**src/rtl/key_demux_1to2_pkg.sv**
```systemverilog
// Shared definitions for the key-driven 1-to-2 demux: debounce FSM encoding
// and the default debounce length for a 50 MHz clk.
package key_demux_1to2_pkg;

  typedef enum logic [1:0] {
    IDLE        = 2'd0,
    FILTER_DOWN = 2'd1,
    DOWN        = 2'd2,
    FILTER_UP   = 2'd3
  } key_fsm_e;

  // 20 ms of stable level at 50 MHz
  localparam int DEBOUNCE_CYCLES_50MHZ = 1_000_000;

endpackage

```
**src/rtl/key_demux_1to2_filter.sv**
```systemverilog
// Key synchronizer plus debounce FSM; produces a clean level and a one-cycle
// pulse per accepted press (key is active-low).
//
// state       | meaning
// IDLE        | key released and stable
// FILTER_DOWN | fall seen, waiting for the low level to hold
// DOWN        | key pressed and stable
// FILTER_UP   | rise seen, waiting for the high level to hold
module key_filter
  import key_demux_1to2_pkg::*;
#(
  parameter int DEBOUNCE_CYCLES = DEBOUNCE_CYCLES_50MHZ
) (
  input  logic clk,
  input  logic rst,
  input  logic key_in,
  output logic key_state,
  output logic key_flag
);

  localparam int CW = (DEBOUNCE_CYCLES > 2) ? $clog2(DEBOUNCE_CYCLES) : 1;
  localparam logic [CW-1:0] CNT_TC = CW'(DEBOUNCE_CYCLES - 1);

  logic          sync1, sync2, prev;
  logic          fall, rise;
  logic [CW-1:0] cnt;
  key_fsm_e      state;

  assign fall = prev & ~sync2;
  assign rise = ~prev & sync2;

  always_ff @(posedge clk or posedge rst) begin
    if (rst) begin
      sync1 <= 1'b1;
      sync2 <= 1'b1;
      prev  <= 1'b1;
    end else begin
      sync1 <= key_in;
      sync2 <= sync1;
      prev  <= sync2;
    end
  end

  // The terminal count is tested before the bounce edge so it wins a tie.
  always_ff @(posedge clk or posedge rst) begin
    if (rst) begin
      state     <= IDLE;
      cnt       <= '0;
      key_state <= 1'b1;
      key_flag  <= 1'b0;
    end else begin
      key_flag <= 1'b0;
      case (state)
        IDLE: begin
          cnt <= '0;
          if (fall) state <= FILTER_DOWN;
        end
        FILTER_DOWN: begin
          if (cnt == CNT_TC) begin
            state     <= DOWN;
            cnt       <= '0;
            key_flag  <= 1'b1;
            key_state <= 1'b0;
          end else if (rise) begin
            state <= IDLE;
            cnt   <= '0;
          end else begin
            cnt <= cnt + CW'(1);
          end
        end
        DOWN: begin
          cnt <= '0;
          if (rise) state <= FILTER_UP;
        end
        FILTER_UP: begin
          if (cnt == CNT_TC) begin
            state     <= IDLE;
            cnt       <= '0;
            key_state <= 1'b1;
          end else if (fall) begin
            state <= DOWN;
            cnt   <= '0;
          end else begin
            cnt <= cnt + CW'(1);
          end
        end
        default: begin
          state <= IDLE;
          cnt   <= '0;
        end
      endcase
    end
  end

endmodule

```
**src/rtl/key_demux_1to2.sv**
```systemverilog
// Debounced push-button toggles a route register that steers one data bit,
// registered, to one of two LED outputs.
module key_demux_1to2
  import key_demux_1to2_pkg::*;
#(
  parameter int   DEBOUNCE_CYCLES = DEBOUNCE_CYCLES_50MHZ,
  parameter logic IDLE_LVL        = 1'b0
) (
  input  logic clk,
  input  logic rst,
  input  logic key_in,
  input  logic din,
  output logic led_out_a,
  output logic led_out_b,
  output logic sel,
  output logic key_state,
  output logic key_flag
);

  key_filter #(
    .DEBOUNCE_CYCLES(DEBOUNCE_CYCLES)
  ) u_key_filter (
    .clk      (clk),
    .rst      (rst),
    .key_in   (key_in),
    .key_state(key_state),
    .key_flag (key_flag)
  );

  always_ff @(posedge clk or posedge rst) begin
    if (rst) sel <= 1'b0;
    else if (key_flag) sel <= ~sel;
  end

  // Outputs use the registered sel, so a route change lands one edge after sel.
  always_ff @(posedge clk or posedge rst) begin
    if (rst) begin
      led_out_a <= IDLE_LVL;
      led_out_b <= IDLE_LVL;
    end else begin
      led_out_a <= sel ? IDLE_LVL : din;
      led_out_b <= sel ? din : IDLE_LVL;
    end
  end

endmodule
```
**config.mk**
```make
export PLATFORM = sky130hd
export DESIGN_NAME = key_demux_1to2
export DESIGN_NICKNAME = d
export VERILOG_FILES = /design/src/rtl/key_demux_1to2_pkg.sv /design/src/rtl/key_demux_1to2_filter.sv /design/src/rtl/key_demux_1to2.sv
export SDC_FILE = /design/constraint.sdc
export NUM_CORES = 1
export LEC_CHECK = 0
export ABC_AREA = 1
export ABC_CLOCK_PERIOD_IN_PS = 1600
export CORE_MARGIN = 5
export CORE_UTILIZATION = 40
export CTS_CLUSTER_SIZE = 30
export DETAILED_ROUTE_END_ITERATION = 12
export REMOVE_ABC_BUFFERS = 1
export SLEW_MARGIN = 20
export SYNTH_ARGS = -nofsm -noshare
export SYNTH_HDL_FRONTEND = slang
export SYNTH_SLANG_ARGS = --single-unit
export TNS_END_PERCENT = 10
```
**constraint.sdc**
```tcl
create_clock -name clk -period 1.6 [get_ports clk]
set_clock_uncertainty 0.05 [all_clocks]
set_input_delay 0.48 -clock clk [delete_from_list [all_inputs] [get_ports clk]]
set_output_delay 0.48 -clock clk [all_outputs]
set_load 0.005 [all_outputs]
```
==> impl_metrics.csv <==
group,metric,value,unit
synthesis,synth_area_leader_cell,"dfrtp_1",
layout,drive_gt1_share,11.89,%
synthesis,yosys_register_bits,30,
timing,fin_crit,1561,ps
critical_path,critPathTopFamily,"flip-flops",
routing,first_iter_violations,68,
outcome,status,"completed",
timing,slew_violations,0,
die,die_w,72.83,um
critical_path,worstSetupPathType,"flop to output pin",
global_route,grtUsageTotal,13.70,%
min_path,hold_class,"flop to flop",
layout,final_cell_mix,"nor2_1, nand2_1, dfrtp_1, inv_1, nand3_1",
layout,final_cells,275,
critical_path,slowest_stage,"dfstp_2",
synthesis,synth_top_area_share,41.20,%
timing,layout_worst_path_cycle_share,97.59,%
timing,hold_viol_final,0,
timing,finalSetupViolCount,0,
routing,drcViolationCount,0,
timing,worstMarginPinSlew,264.3,ps
timing,max_freq,640.4,MHz
routing,num_vias,1254,
timing,whs,305.6,ps
synthesis,syn-cell-area,0.001579,sq mm
clock_tree,clkTransAtPathRegs,60,ps
place,dp_cells,267,
critical_path,start_kind,"flop",
global_route,first_global_vias,1206,
layout,syn2layout_area_growth,17.91,%
synthesis,yosysWarningCount,0,
routing,wire_per_inst,11.09,um
power,power.density,921.5,mW/mm^2
routing,firstDrtPassIters,4,
clock_tree,clk_latency,290,ps
timing,max_slew_margin,82.32,%
synthesis,synth-main-ff-cell,"dfrtp_1",
layout,fin_util,49.73,%
clock_tree,clock-root-buffer,"clkbuf_8",
clock_tree,postCtsSetupRepairBufs,0,
timing,fin_tns_setup,0,ps
clock_tree,cts_tree,"yes",
synthesis,synth.distinct_cells,19,
power,total_leakage_power,0.8375,nW
timing,rsz0062_at_grt,"false",
place,io_buffers,8,
die,start_util,42.18,%
global_route,grt_max_degree,31,
critical_path,critPathMaxFanout,2,
critical_path,endpoint_kind,"output pin",
critical_path,max_stage_delay,520,ps
synthesis,synth_edf_count,0,
die,die-area,0.005304,sq mm
clock_tree,cts_buffer_depth,2,
power,ir_drop,0.8786,mV
synthesis,syn_area_per_cell,7.665,sq um
layout,antenna_cells,0,
clock_tree,cts_buffers,5,
synthesis,seq_area_frac_synth,47.86,%
place,place.gp.congestion,0.8747,
synthesis,ys_top_cells_by_area,"dfrtp_1, nor2_1, nand2_1, dfstp_2, inv_1",
die,io_pins,9,
critical_path,path_buf_inv,1,
place,hpwl,2.234,mm
synthesis,async_flop_share,100.0,%
global_route,overflow,0,
die,die_y,72.83,um
global_route,antenna_found_initial,0,
critical_path,required,1070,ps
job,cap_violations,0,
routing,routed_wirelength,3.050,mm
critical_path,worstPathArrival,1030,ps
die,rows,22,
synthesis,synthCells,206,
clock_tree,h-tree-depth,2,
routing,detail-route-antenna-nets,0,
global_route,grt_pass1_wl,5.478,mm
die,coreArea,0.003744,sq mm
critical_path,crit_chain,"dlygate4sd2_1",
clock_tree,clkSinkCount,30,
layout,mostFrequentLayoutCell,"nor2_1",
layout,layout.nets,231,
routing,avgViaCountPerCell,4.560,
-- metrics by stage --
| step | cell area (sq um) | total power [mW] | worst slack, ps |
|---|---|---|---|
| 2_1_floorplan | 1556 | 0.9823 | 32.98 |
| 3_3_place_gp | 1774 | 1.110 | 72.15 |
| 3_5_place_dp | 1774 | 1.112 | 67.37 |
| 4_1_cts | 1859 | 1.739 | 26.07 |
| 5_1_grt | 1862 | 1.826 | 5.324 |
| 6_report | 1862 | 1.716 | 38.58 |
-- routing by layer --
layer	vias up	wire [um]	track usage, %
li1	665	-	-
met1	566	1483	18.02
met2	15	1385	20.74
met3	8	118	4.132
met4	0	62	6.148
met5	-	0	0
-- area by class of cell --
| class | count | area (sq um) |
|---|---|---|
| Fill cell | 392 | 1882 |
| Sequential cell | 30 | 755.7 |
| Multi-Input combinational cell | 150 | 713.2 |
| Timing Repair Buffer | 15 | 151.4 |
| Inverter | 24 | 90.09 |
| Clock buffer | 7 | 86.33 |
| Tap cell | 48 | 60.06 |
| Clock inverter | 1 | 5.005 |
-- where the power goes --
group / internal, mW / switching, mW / leakage [nW] / total [mW]
clock: 0.346 / 0.275 / 0.0482 / 0.621
sequential: 0.800 / 0.0308 / 0.400 / 0.831
combinational: 0.108 / 0.155 / 0.389 / 0.263
total: 1.25 / 0.461 / 0.837 / 1.72
-- cells in the mapped netlist (2+ instances only) --
cell and n:
buf_6 2, dfrtp_1 26, dfstp_2 4, inv_1 24, nand2_1 53, nand2_2 3
nand3_1 10, nand4_1 2, nor2_1 55, nor2_4 2, nor3_1 4, o21ai_0 3
xnor2_1 6, xor2_1 7
-- state kept, by name, indices dropped and copies added, names as in the netlist --
name	count
u_key_filter.prev	1
u_key_filter.key_flag	1
u_key_filter.state	2
u_key_filter.sync2	1
led_out_a	1
u_key_filter.cnt	20
led_out_b	1
u_key_filter.key_state	1
sel	1
u_key_filter.sync1	1
-- final timing paths --
check | from | to | slack (ps) | depth (start not counted)
hold / removal | u_key_filter.sync1$_DFF_PP1_ | u_key_filter.sync2$_DFF_PP1_ | 310 | 0
max in group asynchronous | rst | u_key_filter.key_state$_DFFE_PP1P_ | 780 | 3
hold reg to reg | u_key_filter.sync1$_DFF_PP1_ | u_key_filter.sync2$_DFF_PP1_ | 310 | 0
setup reg to reg | u_key_filter.cnt[0]$_DFF_PP0_ | u_key_filter.cnt[3]$_DFF_PP0_ | 150 | 7
setup / recovery | u_key_filter.key_state$_DFFE_PP1P_ | key_state | 40 | 1
min in group asynchronous | rst | u_key_filter.cnt[13]$_DFF_PP0_ | 480 | 3
-- worst reg2reg max path: cells and delay by family (launching register included) --
family | cells | cell delay [ps]
and+or+nand+nor | 4 | 520
buffers and inverters | 2 | 210
DFF | 1 | 360
adders and majority gates | 1 | 200
-- cell families (layout without fill, tap and decap cells) --
kind of cell             count (synthesis)  after routing  synth area share [%]
AND/OR/NAND/NOR                        131            131                 35.18
buffers and inverters                   26             47                 7.132
XOR/XNOR                                13             13                 7.211
adder cells (fa/ha/maj)                  1              1                0.7923
AO/OA/AOI/OAI                            5              5                 1.822
flip-flops                              30             30                 47.86
-- what timing repair did --
action                     CTS  global route
gates resized for setup      5             1
pin swaps                    0             0
hold buffers                 0             0
setup endpoints to repair    5            12
No activity file was read; power rests on OpenSTA's default activity.
